File: src/rtl/if_id_buf.sv
// Two-entry skid FIFO between fetch and decode; the head entry is presented to decode.
// Optional build macro IF_ID_BUF_PERF_EN adds the stall_cnt fetch-stall counter.
module if_id_buf #(
    parameter int unsigned XLEN = 32
) (
    input  logic            clk,
    input  logic            rst_n,
    input  logic            pipe_flush,
    input  logic            if_valid,
    input  logic [XLEN-1:0] if_pc,
    input  logic [XLEN-1:0] if_inst,
    input  logic            if_inst_addr_misal,
    output logic            if_allowin,
    input  logic            id_allowin,
    output logic            if_id_valid,
    output logic [XLEN-1:0] id_pc,
    output logic [XLEN-1:0] id_inst,
    output logic            if2id_inst_addr_misal,
`ifdef IF_ID_BUF_PERF_EN
    output logic [31:0]     stall_cnt,
`endif
    output logic [1:0]      buf_cnt
);

    logic [XLEN-1:0] r_pc    [2];
    logic [XLEN-1:0] r_inst  [2];
    logic            r_misal [2];
    logic            r_wr_ptr;
    logic            r_rd_ptr;
    logic [1:0]      r_cnt;

    logic            w_push;
    logic            w_pop;
    logic            w_nonempty;

    // Handshake depends only on registered count, so id_allowin never reaches if_allowin.
    assign w_nonempty  = (r_cnt != 2'd0);
    assign if_allowin  = (r_cnt != 2'd2);
    assign if_id_valid = w_nonempty;
    assign buf_cnt     = r_cnt;
    assign w_push      = if_valid && if_allowin;
    assign w_pop       = w_nonempty && id_allowin;

    always_ff @(posedge clk) begin
        if (!rst_n) begin
            r_wr_ptr <= 1'b0;
            r_rd_ptr <= 1'b0;
            r_cnt    <= 2'd0;
        end else if (pipe_flush) begin
            r_wr_ptr <= 1'b0;
            r_rd_ptr <= 1'b0;
            r_cnt    <= 2'd0;
        end else begin
            if (w_push) r_wr_ptr <= ~r_wr_ptr;
            if (w_pop)  r_rd_ptr <= ~r_rd_ptr;
            unique case ({w_push, w_pop})
                2'b10:   r_cnt <= r_cnt + 2'd1;
                2'b01:   r_cnt <= r_cnt - 2'd1;
                default: r_cnt <= r_cnt;
            endcase
        end
    end

    // A push coinciding with a flush is dropped, so storage is left untouched.
    always_ff @(posedge clk) begin
        if (!rst_n) begin
            for (int i = 0; i < 2; i++) begin
                r_pc[i]    <= '0;
                r_inst[i]  <= '0;
                r_misal[i] <= 1'b0;
            end
        end else if (w_push && !pipe_flush) begin
            r_pc[r_wr_ptr]    <= if_pc;
            r_inst[r_wr_ptr]  <= if_inst;
            r_misal[r_wr_ptr] <= if_inst_addr_misal;
        end
    end

    always_comb begin
        id_pc                 = '0;
        id_inst               = '0;
        if2id_inst_addr_misal = 1'b0;
        if (w_nonempty) begin
            id_pc                 = r_pc[r_rd_ptr];
            id_inst               = r_inst[r_rd_ptr];
            if2id_inst_addr_misal = r_misal[r_rd_ptr];
        end
    end

`ifdef IF_ID_BUF_PERF_EN
    logic [31:0] r_stall_cnt;

    // Cleared by reset only; a flush keeps the running total.
    always_ff @(posedge clk) begin
        if (!rst_n) begin
            r_stall_cnt <= 32'd0;
        end else if (if_valid && !if_allowin) begin
            r_stall_cnt <= r_stall_cnt + 32'd1;
        end
    end

    assign stall_cnt = r_stall_cnt;
`endif

endmodule
File: config.mk
export PLATFORM = sky130hd
export DESIGN_NAME = if_id_buf
export DESIGN_NICKNAME = d
export VERILOG_FILES = /design/src/rtl/if_id_buf.sv
export SDC_FILE = /design/constraint.sdc
export NUM_CORES = 1
export LEC_CHECK = 0
export CAP_MARGIN = 5
export CELL_PAD_IN_SITES_DETAIL_PLACEMENT = 1
export CELL_PAD_IN_SITES_GLOBAL_PLACEMENT = 1
export CORE_UTILIZATION = 37
export DETAILED_ROUTE_END_ITERATION = 12
export GPL_ROUTABILITY_DRIVEN = 1
export PLACE_DENSITY_LB_ADDON = 0.08
export SLEW_MARGIN = 5
export SYNTH_ARGS = -nofsm -noshare
export SYNTH_HDL_FRONTEND = slang
export SYNTH_SLANG_ARGS = --single-unit
File: constraint.sdc
create_clock -name clk -period 3.55 [get_ports clk]
set_clock_uncertainty 0.2 [all_clocks]
set_input_delay 0.71 -clock clk [delete_from_list [all_inputs] [get_ports clk]]
set_output_delay 0.71 -clock clk [all_outputs]
set_load 0.05 [all_outputs]
---- Word level (Yosys, flattened, before mapping) ----
Memory sizes are Yosys's and may differ from the RTL's. A register that Yosys moved wholly into a read port is not among the register bits.
Cells that the tools add are included.
Widths: inputs -> output; s select.
word-level totals
  memories ................................ 3
  output and inout port bits .............. 69
  input port bits ......................... 70
  RAM bits ................................ 130
  logic and storage cells ................. 47
  register bits after elaboration ......... 4
memories
  name     depth  width  read ports  clocked after Yosys merged registers in  write ports  line  RTL
  r_inst   2      32     1           1                                        2            26    logic [XLEN-1:0] r_inst [2];
  r_pc     2      32     1           1                                        2            25    logic [XLEN-1:0] r_pc [2];
  r_misal  2      1      1           1                                        2            27    logic r_misal [2];
cells by class
  multiplexer cells ....................... 23
  reductions and logical operators ........ 10
  eq/ne operators ......................... 3
  add/subtract/negate cells ............... 2
  bitwise operators ....................... 3
operator list
  kind                 count
  $mux 32              4
  $reduce_or 32->1     2
  $mux 1               18
  $pmux 2 s2           1
  $reduce_bool 2->1    2
  $logic_and 1x1->1    3
  $not 1->1            3
  $add 2x1->2 const B  1
  $eq 2x1->1 const B   1
  $eq 2x2->1 const B   1
  $ne 2x2->1 const B   1
  $reduce_or 2->1      1
  $sub 2x1->2 const B  1
  $logic_not 1->1      1
  $reduce_or 1->1      1

---- Logic depth before layout (Yosys ltp) ----
  depth in word-level cells ............... 8
  depth in mapped cells ................... 7
  gate-level depth less buffers ........... 7

---- Worst setup path before layout ----
OpenSTA, ideal clock, no wires.
  path type ............................... register to register
  from .................................... reg r_cnt[0], in the netlist buf_cnt[0]
  to ...................................... mem r_inst[0][0], enable pin
  slack ................................... -0.027 ns
  path buffers ............................ 1
  cell stages (with the launch flop) ...... 5
  required time ........................... 2.918 ns
  period minus slack after synthesis ...... 3.577 ns
  data arrival time ....................... 2.944 ns
  library setup time ...................... 0.432 ns
  cell sequence ........................... dfxtp_1 -> nor2b_2 -> nor4_4 -> buf_6 -> nand2b_1
RTL lines
  element                 line  RTL
  start, declared         30    logic [1:0] r_cnt;
  start signal, assigned  57    2'b10: r_cnt <= r_cnt + 2'd1;
  start signal, assigned  58    2'b01: r_cnt <= r_cnt - 2'd1;
  start signal, assigned  59    default: r_cnt <= r_cnt;
  end, declared           26

---- Final worst setup path ----
  from .................................... reg r_cnt[0], in the netlist buf_cnt[0]
  to ...................................... out id_pc[0]
between the ends
  cells in the longest elaborated chain, start to end .. 2
ends and longest elaborated chain
  element            line  RTL
  $reduce_bool 2->1  37    assign w_nonempty = (r_cnt != 2'd0);
  $mux 32            83    if (w_nonempty) begin
  end, declared      16    output logic [XLEN-1:0] id_pc,
Every way passes these cells.

==> results.tsv <==
stage	metric	value	unit
outcome	status	completed	
cells_and_area	commonest non-fill, non-tap cells in the layout	clkdlybuf4s50_1 (138), and2_1 (128), edfxtp_1 (128)	
timing	fin crit share	0.9597	
routing	total number of vias	3850	
die	initial core utilization	0.3807	
timing	Slew HR	0.5764	
clock_tree	TritonCTS clock tree	done	
clock_tree	clk root buf	clkbuf_16	
synthesis	leading area contributor after synthesis	edfxtp_1	
grt	total global-route track usage	0.1763	
synthesis	Syn. warnings	0	
critical_path	WP data arrival	2.50	ns
cells_and_area	storage element area	0.003988	sq mm
synthesis	Post-Synth Adder-Cell Area	0.002054	
synthesis	Synth cell types	20	
synthesis	Compound-Gate Fraction of Synth Area	0.004108	
routing	drc violations	0	
die	# rows	46	
grt	Overflow after GRT	0	
die	die width	130.3	um
power_and_ir_drop	Pleak	0.002921	uW
clock_tree	setup bufs post-CTS	0	
routing	drt pass-1 iters	4	
routing	Antenna Nets Post-Route	0	
grt	largest net degree at the start of global routing	66	
cells_and_area	Nets	664	
clock_tree	clk_lat worst skew	0.40	ns
synthesis	Avg Inst Size Synth	13.45	sq um
synthesis	synthesis-stage register bit count	135	
timing	Setup TNS	0	ns
grt	first-pass GRT wire length	21650	um
timing	Worst Tran Pin Value	0.6353	ns
timing	final hold violations	0	
timing	Final WS setup	0.1430	ns
clock_tree	Clock Pin Slew Worst Setup and Hold Paths	0.06	ns
synthesis	Syn Inst Count	453	
critical_path	worst-path maximum fanout	19	
grt	initial antenna violation count	0	
cells_and_area	Ant. Diodes	0	
critical_path	Worst path max stage delay	0.70	ns
placed_design	Port Buf Inserts	138	
timing	hold_ws	0.2696	ns
power_and_ir_drop	VDD IR max	0.3288	mV
synthesis	post-synthesis mux area share	0.1101	
placed_design	DP Worst Slack	0.2792	ns
synthesis	mapped cell area	0.006091	sq mm
placed_design	DP Wirelength	8535	um
die	# IOs	139	
timing	count of final setup violators	0	
synthesis	Synth Area in XOR/XNOR	0.004314	
routing	detailed-route wire length per cell	17.28	um
cells_and_area	footprint of the multi-input gates	0.001924	sq mm
die	Die H	130.3	um
power_and_ir_drop	power per cell area	497.5	mW/mm^2
critical_path	CP max-delay cell	clkdlybuf4s50_1	
job	max_cap viols	0	
cells_and_area	share of layout cells above drive strength 1	0.07921	
timing	Final Max Tran Viols	0	
die	core area	0.01600	sq mm
routing	final wirelength	14200	um
critical_path	Critical Path End Type	output port	
placed_design	global placer's final weighted congestion	0.7372	
synthesis	register area share after synthesis	0.6541	
timing	RSZ-0062 raised after global routing	false	
cells_and_area	commonest non-fill, non-tap cell in the layout	clkdlybuf4s50_1	
critical_path	flop-to-flop setup slack	1.37	ns
hold_path	worst hold path class	flop to flop	
grt	vias in the first global route	4147	
synthesis	largest family of logic cells by synthesized area	simple AND/OR/NAND/NOR gates	
die	die footprint	0.01698	sq mm
synthesis	Synth top area share	0.6311	
critical_path	Cell Chain, Critical Path	nor2_4 -> buf_4 -> nor2_1 -> clkdlybuf4s50_1	
cells_and_area	# fillers	1655	
routing	drt via density	4.684	
clock_tree	TritonCTS Buffers	17	
critical_path	worst path required time	2.64	ns
power_and_ir_drop	total power	4147	uW
synthesis	Post-Synth Simple-Gate Area	0.1898	
clock_tree	Max clock buf depth	2	
critical_path	CP Class	flop to output port	
cells_and_area	Area Growth Syn to Fin	36.85	%
timing	min cycle time layout	3.407	ns
routing	DRT iter0 DRCs	140	
synthesis	Synth area leaders	edfxtp_1 (63%), and2_1 (13%), mux2i_1 (11%), nor2_1 (4.3%), dfxtp_1 (2.3%)	
critical_path	Critical Path Start Type	flop	
clock_tree	H-tree Lvls	4	
synthesis	Syn Nets	524	
clock_tree	CTS sink cnt	135	
timing	FMAX	0.2935	GHz
## sequential cells by signal, indices dropped and copies added, names as in the netlist, named ones only
name,count
r_inst,64
r_pc,64
buf_cnt,2
r_misal,2
r_rd_ptr,1
r_wr_ptr,1
## kinds of logic (layout without fill, tap and decap cells)
kind of cell | Yosys count | count (layout)
buf+inv | 34 | 186
mux | 67 | 67
simple gates | 208 | 209
flops | 135 | 135
compound gates | 5 | 5
xor+xnor | 3 | 3
fa+ha+maj | 1 | 1
## metrics by stage
| step | utilization | instance area, sq um | instances |
|---|---|---|---|
| final | 0.5210 | 8335 | 822 |
| after global routing | 0.5210 | 8335 | 822 |
| after CTS | 0.5206 | 8330 | 822 |
| after detailed placement | 0.4820 | 7712 | 789 |
| after global placement | 0.4820 | 7712 | 789 |
| after floorplan | - | 6096 | 453 |
## final timing paths
kind,from,cells after the start,endpoint
setup reg to reg,buf_cnt[0],4,r_pc[0][1]
setup / recovery,buf_cnt[0],4,id_pc[0]
hold / removal,r_misal[0],2,r_misal[0]
hold reg to reg,r_misal[0],2,r_misal[0]
## cell type report
type,count,area share
clock buffer,18,0.05149
clock inverter,14,0.02192
inverter,6,0.002702
multi-input combinational,285,0.2309
sequential,135,0.4784
tap,216,0.03242
timing repair buffer,148,0.1822
## layer usage
metal  GRT usage  routed length, um  vias up
li1            -                  -     1836
met1      0.1958               5986     1913
met2      0.3185               7367       89
met3     0.04961                702       12
met4     0.06772                147        0
met5           0                  0        -
## critical path, delay by kind of cell (launching register included)
| kind | cells | cell delay (ns) |
|---|---|---|
| AND/OR/NAND/NOR | 2 | 0.62 |
| buffers and inverters | 2 | 1.03 |
| flip-flops | 1 | 0.43 |
## cell usage after synthesis
cell,n
clkbuf_1,7
nor4_4,2
xnor2_1,1
o21ai_0,3
mux2i_1,67
nor2b_2,1
ha_1,1
nand2b_1,2
dfxtp_1,7
a21oi_1,2
edfxtp_1,128
nor2_1,69
or3_1,2
inv_1,6
buf_6,10
buf_2,11
and2_1,128
nand2_1,3
nand2b_2,1
xor2_1,2
## what timing repair did
| action | CTS | global route |
|---|---|---|
| gates resized for setup | 0 | 1 |
| setup endpoints to repair | 32 | 11 |
| pin swaps | 1 | 0 |
| gates cloned | 1 | 0 |
| hold buffers | 0 | 0 |
## report_power, final
part | leakage (uW) | internal, uW | switching, uW
registers | 0.00139 | 1820 | 28.3
clock network | 0.000291 | 1170 | 669
logic | 0.00124 | 187 | 273
total | 0.00292 | 3180 | 969
(Power assumes the default switching activity.)
